### src/rtl/funct_generator_fifo_pkg.sv
// Shared defaults and the status bundle for consumers of the function-generator FIFO.
package funct_generator_fifo_pkg;

    localparam int FIFO_DATA_WIDTH = 32;
    localparam int FIFO_ADDR_WIDTH = 4;
    localparam int FIFO_AFULL_THR  = 12;
    localparam int FIFO_AEMPTY_THR = 2;

    typedef struct packed {
        logic full;
        logic empty;
        logic afull;
        logic aempty;
        logic ovf;
        logic unf;
    } fifo_status_t;

    function automatic fifo_status_t pack_status(
        input logic full,
        input logic empty,
        input logic afull,
        input logic aempty,
        input logic ovf,
        input logic unf
    );
        fifo_status_t s;
        s.full   = full;
        s.empty  = empty;
        s.afull  = afull;
        s.aempty = aempty;
        s.ovf    = ovf;
        s.unf    = unf;
        return s;
    endfunction

endpackage

### src/rtl/funct_generator_fifo_ram.sv
// Simple dual-port RAM: one write port, one registered read port. Array is not reset;
// only the read-data register is, so a freshly reset FIFO presents zero.
module funct_generator_fifo_ram #(
    parameter int DATA_WIDTH = 32,
    parameter int ADDR_WIDTH = 4
) (
    input  logic                  clk,
    input  logic                  rst,
    input  logic                  i_we,
    input  logic [ADDR_WIDTH-1:0] i_waddr,
    input  logic [DATA_WIDTH-1:0] i_wdata,
    input  logic                  i_re,
    input  logic [ADDR_WIDTH-1:0] i_raddr,
    output logic [DATA_WIDTH-1:0] o_rdata
);

    localparam int DEPTH = 1 << ADDR_WIDTH;

    logic [DATA_WIDTH-1:0] r_mem [DEPTH];
    logic [DATA_WIDTH-1:0] r_rdata;

    always_ff @(posedge clk) begin
        if (i_we) begin
            r_mem[i_waddr] <= i_wdata;
        end
    end

    // Read-first: a push and pop to the same slot (full FIFO) returns the old word.
    always_ff @(posedge clk) begin
        if (rst) begin
            r_rdata <= '0;
        end else if (i_re) begin
            r_rdata <= r_mem[i_raddr];
        end
    end

    assign o_rdata = r_rdata;

endmodule

### src/rtl/funct_generator_fifo.sv
// Synchronous FIFO buffering function-generator samples for a downstream consumer,
// with registered level flags and sticky overflow/underflow indicators.
module funct_generator_fifo
    import funct_generator_fifo_pkg::*;
#(
    parameter int DATA_WIDTH = FIFO_DATA_WIDTH,
    parameter int ADDR_WIDTH = FIFO_ADDR_WIDTH,
    parameter int AFULL_THR  = FIFO_AFULL_THR,
    parameter int AEMPTY_THR = FIFO_AEMPTY_THR
) (
    input  logic                  clk,
    input  logic                  rst,
    input  logic                  wr_en_i,
    input  logic [DATA_WIDTH-1:0] data_i,
    input  logic                  rd_en_i,
    output logic [DATA_WIDTH-1:0] data_o,
    output logic                  valid_o,
    output logic                  full_o,
    output logic                  empty_o,
    output logic                  almost_full_o,
    output logic                  almost_empty_o,
    output logic [ADDR_WIDTH:0]   count_o,
    input  logic                  clr_err_i,
    output logic                  overflow_o,
    output logic                  underflow_o
);

    localparam int                DEPTH    = 1 << ADDR_WIDTH;
    localparam logic [ADDR_WIDTH:0] DEPTH_C  = (ADDR_WIDTH+1)'(DEPTH);
    localparam logic [ADDR_WIDTH:0] AFULL_C  = (ADDR_WIDTH+1)'(AFULL_THR);
    localparam logic [ADDR_WIDTH:0] AEMPTY_C = (ADDR_WIDTH+1)'(AEMPTY_THR);
    localparam logic [ADDR_WIDTH:0] ONE_C    = (ADDR_WIDTH+1)'(1);

    logic [ADDR_WIDTH:0] r_wr_ptr;
    logic [ADDR_WIDTH:0] r_rd_ptr;
    logic [ADDR_WIDTH:0] r_count;
    logic                r_full;
    logic                r_empty;
    logic                r_afull;
    logic                r_aempty;
    logic                r_valid;
    logic                r_ovf;
    logic                r_unf;

    logic                w_push_ok;
    logic                w_pop_ok;
    logic                w_ovf_set;
    logic                w_unf_set;
    logic [ADDR_WIDTH:0] w_count_next;
    logic [DATA_WIDTH-1:0] w_rdata;

    // A pop frees a slot in the same cycle, so a push into a full FIFO is accepted then.
    assign w_pop_ok  = rd_en_i & ~r_empty;
    assign w_push_ok = wr_en_i & (~r_full | w_pop_ok);
    assign w_ovf_set = wr_en_i & ~w_push_ok;
    assign w_unf_set = rd_en_i & r_empty;

    always_comb begin
        w_count_next = r_count;
        case ({w_push_ok, w_pop_ok})
            2'b10:   w_count_next = r_count + ONE_C;
            2'b01:   w_count_next = r_count - ONE_C;
            default: w_count_next = r_count;
        endcase
    end

    always_ff @(posedge clk) begin
        if (rst) begin
            r_wr_ptr <= '0;
            r_rd_ptr <= '0;
            r_count  <= '0;
            r_full   <= 1'b0;
            r_empty  <= 1'b1;
            r_afull  <= 1'b0;
            r_aempty <= 1'b1;
            r_valid  <= 1'b0;
        end else begin
            if (w_push_ok) begin
                r_wr_ptr <= r_wr_ptr + ONE_C;
            end
            if (w_pop_ok) begin
                r_rd_ptr <= r_rd_ptr + ONE_C;
            end
            r_count  <= w_count_next;
            // Flags come from the next count so they line up with count_o.
            r_full   <= (w_count_next == DEPTH_C);
            r_empty  <= (w_count_next == '0);
            r_afull  <= (w_count_next >= AFULL_C);
            r_aempty <= (w_count_next <= AEMPTY_C);
            r_valid  <= w_pop_ok;
        end
    end

    // Sticky errors: a new event in the clear cycle keeps the flag set.
    always_ff @(posedge clk) begin
        if (rst) begin
            r_ovf <= 1'b0;
            r_unf <= 1'b0;
        end else begin
            r_ovf <= w_ovf_set | (r_ovf & ~clr_err_i);
            r_unf <= w_unf_set | (r_unf & ~clr_err_i);
        end
    end

    funct_generator_fifo_ram #(
        .DATA_WIDTH (DATA_WIDTH),
        .ADDR_WIDTH (ADDR_WIDTH)
    ) u_ram (
        .clk     (clk),
        .rst     (rst),
        .i_we    (w_push_ok & ~rst),
        .i_waddr (r_wr_ptr[ADDR_WIDTH-1:0]),
        .i_wdata (data_i),
        .i_re    (w_pop_ok & ~rst),
        .i_raddr (r_rd_ptr[ADDR_WIDTH-1:0]),
        .o_rdata (w_rdata)
    );

    assign data_o         = w_rdata;
    assign valid_o        = r_valid;
    assign full_o         = r_full;
    assign empty_o        = r_empty;
    assign almost_full_o  = r_afull;
    assign almost_empty_o = r_aempty;
    assign count_o        = r_count;
    assign overflow_o     = r_ovf;
    assign underflow_o    = r_unf;

endmodule

### config.mk
export PLATFORM = sky130hd
export DESIGN_NAME = funct_generator_fifo
export DESIGN_NICKNAME = d
export VERILOG_FILES = /design/src/rtl/funct_generator_fifo_pkg.sv /design/src/rtl/funct_generator_fifo_ram.sv /design/src/rtl/funct_generator_fifo.sv
export SDC_FILE = /design/constraint.sdc
export NUM_CORES = 1
export LEC_CHECK = 0
export CAP_MARGIN = 20
export CORE_MARGIN = 2
export CORE_UTILIZATION = 43
export CTS_CLUSTER_DIAMETER = 120
export DETAILED_ROUTE_END_ITERATION = 12
export GPL_ROUTABILITY_DRIVEN = 0
export PLACE_DENSITY = 0.63
export RECOVER_POWER = 100
export SLEW_MARGIN = 10
export SYNTH_ARGS = -nofsm -noshare
export SYNTH_HDL_FRONTEND = slang
export SYNTH_SLANG_ARGS = --single-unit
### constraint.sdc
create_clock -name clk -period 5.7 [get_ports clk]
set_clock_uncertainty 0.15 [all_clocks]
set_input_delay 0.57 -clock clk [delete_from_list [all_inputs] [get_ports clk]]
set_output_delay 0.57 -clock clk [all_outputs]
set_load 0.03 [all_outputs]
# --- Yosys cells after proc, flatten, opt, wreduce, memory -nomap -nowiden ---
# Memories as Yosys holds them, arrays and structs flattened. A register that Yosys moved wholly into a read port is not among the register bits.
# Cells that the tools add are included.
op_classes:
  n_addsub: 4
  n_lt_le_gt_ge: 2
  eq_ne: 3
  n_mux: 3
  n_bitwise: 16
  reduce_logical: 1
op_table:
  columns: ["operator", "count"]
  rows:
  - ["5-bit by 1-bit adder with 5-bit output, second input constant", 3]
  - ["5-bit one-hot mux with 2 select lines", 1]
  - ["1-bit AND", 8]
  - ["5-bit == test, second input constant", 1]
  - ["5-bit by 4-bit greater-or-equal comparator with 1-bit output, second input constant", 1]
  - ["5-bit by 2-bit <= comparator with 1-bit output, second input constant", 1]
  - ["5-bit logical NOT", 1]
  - ["1-bit inverter", 5]
  - ["5-bit by 1-bit subtractor with 5-bit output, second input constant", 1]
  - ["1-bit OR", 3]
  - ["2-bit by 1-bit == test with 1-bit output, second input constant", 1]
  - ["2-bit == test, second input constant", 1]
  - ["1-bit two-way mux", 2]
word_totals:
  regBits: 22
  ram_bits: 512
  input_bits: 37
  elab_cells: 40
  mem_count: 1
memory_table:
  columns: ["memory", "depth", "word_bits", "rd", "rd_ports_with_merged_regs", "write_ports", "line_no", "text"]
  rows:
  - ["u_ram.r_mem", 16, 32, 1, 1, 1, "funct_generator_fifo_ram.sv:19", "logic [DATA_WIDTH-1:0] r_mem [DEPTH];"]

# --- Logic depth before layout (Yosys ltp) ---
# Gate-level depths: netlist of run 1.
depth:
  depth_word: 7
  ltp_mapped: 12
  mapped_depth_nobuf: 11

# --- Hierarchy ---
# From an unflattened synthesis of run 1, not the netlist that was laid out.
hier_totals:
  cells_unflattened: 1319
  hier_area_um2: 21917.3
by_module_without_submodules:
  columns: ["mod", "instances", "cells_per_inst", "area_per_inst_um2"]
  rows:
  - ["funct_generator_fifo_ram", 1, 1216, 20948.8]
  - ["funct_generator_fifo", 1, 103, 968.4]

# --- Worst setup path after synthesis of run 1 ---
# Ideal clock, no wire load.
synth_timing:
  path_kind: "input to register"
  from: "input rd_en_i"
  to: "memory u_ram.r_mem[1][0] (enable)"
  arrival_time_ps: 3643
  required_ps: 5089
  path_slack_ps: 1446
  stages: 6
  path_buffers: 0
  cell_sequence: "nand2b_1 a21boi_1 inv_1 nor2_1 nand2_1 nor3_1"
synth_between:
  elab_chain_len: 6
synth_rtl:
  columns: ["item", "line_no", "text"]
  rows:
  - ["start, declared", "funct_generator_fifo.sv:15", "input logic rd_en_i,"]
  - ["1-bit AND", "funct_generator_fifo.sv:53", "assign w_pop_ok = rd_en_i & ~r_empty;"]
  - ["1-bit OR", "funct_generator_fifo.sv:54", "assign w_push_ok = wr_en_i & (~r_full | w_pop_ok);"]
  - ["1-bit AND", "funct_generator_fifo.sv:54", null]
  - ["1-bit AND", "funct_generator_fifo.sv:111", ".i_we (w_push_ok & ~rst),"]
  - ["1-bit two-way mux", "funct_generator_fifo_ram.sv:23", "if (i_we) begin"]
  - ["1-bit two-way mux (implied by the code)", "funct_generator_fifo_ram.sv:24", "r_mem[i_waddr] <= i_wdata;"]
  - ["end, declared", "funct_generator_fifo_ram.sv:19", null]
# Every way passes these cells.

# --- Worst setup path after layout of run 1 ---
layout_timing:
  from: "input rd_en_i"
  to: "memory u_ram.r_mem[11][4] (enable)"
# Same word-level chain as after synthesis.

==> results of run 1 <==
state kept, by name, summed over array words and instances (netlist names), 4 cells and up:
name and flops:
u_ram.r_mem 512, u_ram.o_rdata 32, r_rd_ptr 4, r_wr_ptr 4, count_o 5
cell families (layout without fill, tap and decap cells):
kind of cell,after synthesis,count (layout)
compound gates,114,114
buf+inv,61,219
flops,564,564
fa+ha+maj,8,8
simple gates,96,96
mux,132,132
xor+xnor,11,11
final timing paths:
path | from | endpoint | cells after the start
max | rd_en_i | u_ram.r_mem[11][4] | 8
min | u_ram.o_rdata[20] | u_ram.o_rdata[20] | 1
max reg2reg | empty_o | u_ram.r_mem[11][4] | 7
min reg2reg | u_ram.o_rdata[20] | u_ram.o_rdata[20] | 1
stage by stage:
stage / total power, uW / setup WS [ps] / util / instances / hold slack [ps]
CTS: 9456 / 2406 / 0.5053 / 1798 / 330.7
global placement: 5890 / 1813 / 0.4680 / 1692 / 310.4
detailed placement: 5902 / 1768 / 0.4691 / 1694 / 314.5
floorplan: 5563 / 1446 / - / 986 / 331.7
finish: 9337 / 1608 / 0.5072 / 1808 / 320.1
global route: 9652 / 1228 / 0.5072 / 1808 / 335.1
worst max-delay path: stages:
cell and delay [ps]:
dlygate4sd3_1 550, nand2b_1 130, a21boi_0 520, inv_1 200, nor2_1 300, nand2_1 210, nor2_1 1490, buf_16 250
layout by cell type (no fill, tap or decap), drive strengths merged, types with 2 or more instances in the layout:
cell	instances
xor2	6
inv	9
a41o	2
edfxtp	512
dfxtp	52
nand2b	4
mux4	128
nand2	43
dlygate4sd3	78
clkdlybuf4s50	2
buf	20
a21oi	5
nand4	2
clkinv	23
xnor2	5
and2	3
a22o	32
a22oi	64
a211oi	3
nor3	5
clkbuf	83
nor2b	4
ha	8
nor2	32
mux2i	4
bufinv	3
routing by layer:
layer	vias to the layer above	track usage	share of wire
li1	4393	-	-
met1	5422	0.2584	0.43
met2	287	0.3090	0.50
met3	76	0.02904	0.045
met4	0	0.06747	0.027
met5	-	0	0
layout make-up:
class	count	area [um^2]
Clock buffer	75	1555
Clock inverter	29	217.7
Fill cell	3946	24170
Inverter	7	26.28
Multi-Input combinational cell	361	4626
Sequential cell	564	16420
Tap cell	664	830.8
Timing Repair Buffer	108	1204
where the power goes:
group / leakage [uW] / switching [uW] / internal [uW]
sequential: 0.00504 / 91.9 / 4600
combinational: 0.00205 / 575 / 508
clock: 0.000870 / 1520 / 2040
==> impl_metrics.ini, run 1 <==
[logic_synthesis]
avgSynthCellArea_um2 = 21.74
yosysTopAreaCellShare = 0.7171
syn-cell-area_um2 = 21440
synth-compound-area-share = 0.04161
synthSimpleGateAreaFrac = 0.01949
synth_xor_area_frac = 0.004493
yosys_warnings = 0
synthTopCellsByArea = edfxtp_1 (72%), mux4_2 (8.8%), mux4_1 (5.4%)
ys_seq_area_frac = 0.7656
synth_top_family_by_area = multiplexers
synth-seq-cells = 564
synth_top_area_cell = edfxtp_1
yosysMostFrequentCell = edfxtp_1
synth_ff_type = edfxtp_1
synthMuxAreaShare = 0.1440
async_reset_ff_frac = 0
synthTopCellsByCount = edfxtp_1 (512), mux4_2 (84), a22oi_1 (64)
synth_edf_count = 512
syn_nets = 1031
netlist_instances = 986
synthAdderAreaFrac = 0.004669
synth.distinct_cells = 40

[floorplan]
dieArea_um2 = 51660
core_um2 = 49050
die_height_um = 227.3
num_rows = 81
fp.dieW_um = 227.3
io_pins = 81
start_util = 0.4371

[critical_path]
cp.required_ps = 5850
path_max_fanout = 17
cp_data_arrival_time_ps = 4250
worst-setup-path-type = in2reg
start_kind = input port
crit_path_end_kind = flip-flop
r2r_slack_ps = 1730

[cts]
cts_tree = done
postCtsHoldBufs = 0
path_clk_slew_ps = 60
cts_resized = 0
cts_buffer_depth = 3
cts_setup_buffers = 0
insertion_delay_ps = 600
clock-sinks = 564
cts-root-buf = clkbuf_16
cts_buffers = 56
h-tree-depth = 2

[outcome]
violations = max-capacitance violations, max-slew violations
status = complete, but fails checks

[power_and_ir_drop]
ir_drop_mv = 0.2579
power_density_nw_per_um2 = 375.3
p_leak_uw = 0.007959

[grt]
grt_pass1_vias = 10480
grt_max_degree = 70
grt_overflow = 0
antenna_found_initial = 0
grt_pass1_wl_um = 70030
grt.total_usage = 0.1884

[sta]
fmax_mhz = 244.4
rsz0062_at_grt = false
post-route-min-period_ps = 4092
tightest_slew_ps = 1984
setup_viol = 0
relSlewSlack = -0.3273
fin_setup_tns_ps = 0
hold_viol_final = 0
timing.final.max_slew_violations = 188
fin_crit_sh = 0.7179

[final_layout]
drive_above_1_share = 0.1670
final_cell_area_um2 = 24880
syn2layout_area_growth_pct = 16.04
diodes = 0
num-nets-final = 1143

[detailed_routing]
vias = 10180
viasPerCell = 5.629
drt_first_iter_violations = 1029
finalWirelength_um = 47520
first_pass_iters = 5
wl_per_cell_um = 26.28
drcViolationCount = 0
drtAntennaViolNets = 0

[placed_design]
hpwl_um = 27920
postPlaceCellArea_um2 = 23010
numPortBuffers = 80

[hold_path]
hold_class = reg2reg

[job]
maxCapViolCount = 9
Note: power is estimated with default switching activity, not from simulation.
==> run 2: changes to the inputs <==
==> constraint.sdc (replaced) <==
create_clock -name clk -period 4 [get_ports clk]
set_clock_uncertainty 0.15 [all_clocks]
set_input_delay 0.4 -clock clk [delete_from_list [all_inputs] [get_ports clk]]
set_output_delay 0.4 -clock clk [all_outputs]
set_load 0.03 [all_outputs]
==> impl_metrics.ini, run 2 (synthesized netlist as in run 1, its figures left out) <==
[critical_path]
cp_data_arrival_time_ps = 3800
path_buf_inv = 3
worstPathCellList = dlygate4sd3_1 > clkbuf_1 > nor2_1 > clkbuf_2 > a22o_1
cpMaxStageDelayCell = nor2_1
path_max_fanout = 21
slowest_delay_ps = 1500
cp.required_ps = 4400
path_delay_family = buffers and inverters
crit_path_end_kind = flip-flop
start_kind = input port
worst-setup-path-type = in2reg

[detailed_routing]
drt_first_iter_violations = 1148
first_pass_iters = 7
vias = 10160
finalWirelength_um = 45660
viasPerCell = 5.591
drtAntennaViolNets = 0
wl_per_cell_um = 25.11
drcViolationCount = 0

[outcome]
status = complete, but fails checks
violations = max-capacitance violations, max-slew violations

[grt]
grt_overflow = 0
grt.total_usage = 0.1822
grt_pass1_vias = 10550
grt_max_degree = 68
grt_pass1_wl_um = 68480
antenna_found_initial = 1

[sta]
relSlewSlack = -0.2101
rsz0062_at_grt = false
post-route-min-period_ps = 3395
setup_viol = 0
tightest_slew_ps = 1809
hold_viol_final = 0
fmax_mhz = 294.5
timing.final.max_slew_violations = 17
fin_crit_sh = 0.8488

[final_layout]
layout_common_cells = edfxtp_1 (512), mux4_2 (84), dlygate4sd3_1 (77)
finish.utilization = 0.5097
regMostFlops = u_ram.r_mem
num-nets-final = 1151
diodes = 0
drive_above_1_share = 0.1828
largest_reg_flops = 512
syn2layout_area_growth_pct = 16.62
final_common_cell = edfxtp_1

[floorplan]
io_pins = 81
num_rows = 81
fp.dieW_um = 227.3
start_util = 0.4371
dieArea_um2 = 51660
core_um2 = 49050
die_height_um = 227.3

[cts]
cts_resized = 0
cts-root-buf = clkbuf_16
cts_setup_buffers = 0
cts_buffers = 56
cts_tree = done
path_clk_slew_ps = 60
h-tree-depth = 2
cts_buffer_depth = 3
postCtsHoldBufs = 0
clock-sinks = 564
insertion_delay_ps = 610

[job]
maxCapViolCount = 1

[power_and_ir_drop]
finalPower_uw = 13650
p_leak_uw = 0.008022
power_density_nw_per_um2 = 545.8
ir_drop_mv = 0.4098

[placed_design]
numPortBuffers = 80
hpwl_um = 26470

[hold_path]
hold_class = in2reg
==> run 2: worst paths after layout <==
kind | from | to | slack (ps) | cells after the start
worst max-delay path | rst | u_ram.o_rdata[16] | 600 | 5
worst min-delay path | clr_err_i | overflow_o | 280 | 4
worst min register to register | u_ram.o_rdata[28] | u_ram.o_rdata[28] | 320 | 1
worst max register to register | empty_o | u_ram.r_mem[1][12] | 660 | 7
==> run 2: tightest hold or removal path, stage by stage <==
cell and delay, ps:
clkdlybuf4s50_1 390, inv_1 70, a32oi_1 50, nor2_1 80
==> run 2: per-layer routing <==
metal  share of wire  vias to the layer above  track usage  wire [um]
li1                -                     4408            -          -
met1            0.43                     5379       0.2496      19710
met2            0.50                      315       0.3082      22900
met3           0.049                       62      0.03149       2228
met4           0.018                        0      0.03922        814
met5               0                        -            0          0
==> run 2: layout make-up <==
type	instances	area [um^2]
Multi-Input combinational cell	361	4661
Sequential cell	564	16420
Clock buffer	67	1483
Tap cell	664	830.8
Inverter	7	26.28
Fill cell	3921	24050
Timing Repair Buffer	116	1120
Clock inverter	39	460.4
==> run 2: power breakdown <==
group | internal [uW] | switching, uW | total (uW)
registers | 6550 | 87.6 | 6640
clock network | 3240 | 2230 | 5470
logic | 714 | 826 | 1540
total | 10500 | 3140 | 13600
==> run 2: per-stage QoR <==
step | instances | cell area (um^2) | setup slack (ps) | setup TNS, ps | hold slack (ps)
2_1_floorplan | 986 | 21450 | -222.8 | -21350 | 331.7
3_3_place_gp | 1711 | 23210 | 612.1 | 0 | 313.3
3_5_place_dp | 1711 | 23210 | 457.1 | 0 | 314.9
4_1_cts | 1817 | 25150 | 950.4 | 0 | 246.9
5_1_grt | 1818 | 25000 | 375.1 | 0 | 283.8
6_report | 1818 | 25000 | 604.9 | 0 | 275.8
==> edit: new RTL, config.mk and constraints of run 1 <==
The package constant `FIFO_DATA_WIDTH` goes from 32 to 36.
--- a/src/rtl/funct_generator_fifo_pkg.sv
+++ b/src/rtl/funct_generator_fifo_pkg.sv
@@ -1,7 +1,7 @@
 // Shared defaults and the status bundle for consumers of the function-generator FIFO.
 package funct_generator_fifo_pkg;
 
-    localparam int FIFO_DATA_WIDTH = 32;
+    localparam int FIFO_DATA_WIDTH = 36;
     localparam int FIFO_ADDR_WIDTH = 4;
     localparam int FIFO_AFULL_THR  = 12;
     localparam int FIFO_AEMPTY_THR = 2;
Interface: changed (resized data_i and data_o); port bits go from 81 to 89. No check against the original RTL was run, so the function may have changed too.
==> edit against run 1 <==
The run still ends with max-capacitance violations, max-slew violations left. Critical path depth stayed put. Area after synthesis is 11% higher. Setup slack worse by 0.26 ns. Count of clock-buffer cells in the layout is 16 higher. Power is 14% higher. Sequential cell count is 68 higher. Wire length is 4.9% higher. Cell area is 11% higher. Via count is 8.3% higher.
==> edit: results (changes against run 1) <==
| Metric | Value |
|---|---|
| Result of the run | finished, violations left |
| Failing checks | max-capacitance violations, max-slew violations |
| Largest reg by FF count | u_ram.r_mem |
| Area fraction in compound gates after synthesis | 0.0272 (-0.0145) |
| Transition time at the pin with the least slew margin | 2.01 ns (+0.0264 ns) |
| Vias in the first global route | 11,307 (+7.9%) |
| Portion of netlist area occupied by mux cells | 0.168 (+0.0237) |
| Pin count of the biggest net entering global routing | 66 (-5.7%) |
| Count of flip-flops with a built-in enable after synthesis | 576 (+13%) |
| Clock network latency to the later pin of the worst-skew pair | 0.64 ns (+0.04 ns) |
| Total GRT Usage | 0.177 (-0.0112) |
| Number of standard cells in the final layout excluding fillers | 2,012 (+11%) |
| Post-detailed-placement half-perimeter wirelength | 29,200 µm (+4.6%) |
| Number of max-slew violations in the final report | 148 (-21%) |
| Total instance count after detailed placement | 1,895 (+12%) |
| # Max-Cap Violations | 6 (-3) |
| Area contributors post-synth | sky130_fd_sc_hd__edfxtp_1, sky130_fd_sc_hd__mux4_2, sky130_fd_sc_hd__dfxtp_1, sky130_fd_sc_hd__mux2i_1, sky130_fd_sc_hd__a2bb2oi_1 |
| Resize count post-CTS | 0 (unchanged) |
| Antenna violations before repair | 2 (+2) |
| DR vias/cell | 5.48 (-2.7%) |
| Maximum fanout count along the critical path | 20 (+3) |
| Arr. time, crit path | 4.51 ns (+0.26 ns) |
| Post-placement setup slack | 1.40 ns (-0.373 ns) |
| Final-stage net count | 1,259 (+10%) |
| Hold crit path type | reg2reg |
| Synth Area in XOR/XNOR | 0.00441 (-0.0000815) |
| Flip-flop count of the largest register after layout | 576 (+13%) |
| Distinct cells, synth | 38 (-5.0%) |
| Leak | 8.54 nW (+7.3%) |
| CTS Buf Count | 61 (+8.9%) |
| H-tree level count | 2 (unchanged) |
| Count of buffers inserted at the top-level ports | 88 (+10%) |
| Number of nets in the synthesized netlist | 1,138 (+10%) |
| Iter 0 DRT Violations | 971 (-5.6%) |
| Total routed wirelength | 49,900 µm (+4.9%) |
| Total number of yosys warnings | 0 (unchanged) |
| Share of synthesized flip-flops with an asynchronous set or reset | 0 (unchanged) |
| Max stage delay on crit path | 1.54 ns (+0.05 ns) |
| Fraction of the yosys area taken by sequential cells | 0.773 (+0.00751) |
| Instance area at placement | 0.0258 mm² (+12%) |
| Pre-Repair DR Iteration Count | 4 (-1) |
| Fraction of layout instances using a drive strength above 1 | 0.211 (+0.0438) |
| Synth Area in Adders | 0.00420 (-0.000467) |
| Global-route wire length before repair | 74,000 µm (+5.7%) |
| Worst supply voltage drop on vdd | 0.269 mV (+4.3%) |
| Synth Area per Inst | 21.9 µm² (+0.60%) |
| Top cell types by occurrence after synthesis | sky130_fd_sc_hd__edfxtp_1, sky130_fd_sc_hd__mux4_2, sky130_fd_sc_hd__mux2i_1 |
| Number of buffers inserted by post-CTS setup repair | 0 (unchanged) |
| Buffers from clock root to sink, at most | 3 (unchanged) |
[edit: per-layer routing]
metal,GRT usage,up-vias,part of all wire
met5,0,-,0
met4,0.0547,0,0.022
met3,0.0264,70,0.046
met2,0.282,250,0.48
met1,0.255,5920,0.45
li1,-,4778,-
[edit: path summary, 6_finish.rpt]
| kind | from | to | slack [ns] | cells past startpoint |
|---|---|---|---|---|
| max | rd_en_i | u_ram.r_mem[12][17] | 1.34 | 8 |
| min | u_ram.o_rdata[21] | u_ram.o_rdata[21] | 0.31 | 2 |
| max reg2reg | empty_o | u_ram.r_mem[12][17] | 1.37 | 7 |
| min reg2reg | u_ram.o_rdata[21] | u_ram.o_rdata[21] | 0.31 | 2 |
[edit: final cells by class]
class                      instances  area (µm²)
fill                            4328       27300
sequential                       632       18400
multi-input combinational        389        5150
clock buffer                      91        1720
timing repair buffer             114        1100
tap                              748         936
clock inverter                    24         333
inverter                          12        45.0
antenna                            2        5.00
[edit: critical path, delay by kind of cell]
family | cells | cell delay (ns)
buf+inv | 3 | 1.17
simple gates | 4 | 2.19
compound gates | 1 | 0.56
[edit: cells by family (layout without fill, tap and decap cells)]
| group | Yosys count | after routing |
|---|---|---|
| buf+inv | 68 | 241 |
| xor+xnor | 12 | 12 |
| mux | 219 | 219 |
| flops | 632 | 632 |
| other cells | 0 | 2 |
| compound gates | 89 | 89 |
| fa+ha+maj | 8 | 8 |
| simple gates | 61 | 61 |
[edit: power breakdown]
group,total (mW),leakage [nW],internal [mW],switching (mW)
clock,4.06,0.987,2.37,1.69
sequential,5.27,5.65,5.16,0.111
combinational,1.29,1.90,0.600,0.688
total,10.6,8.54,8.13,2.49
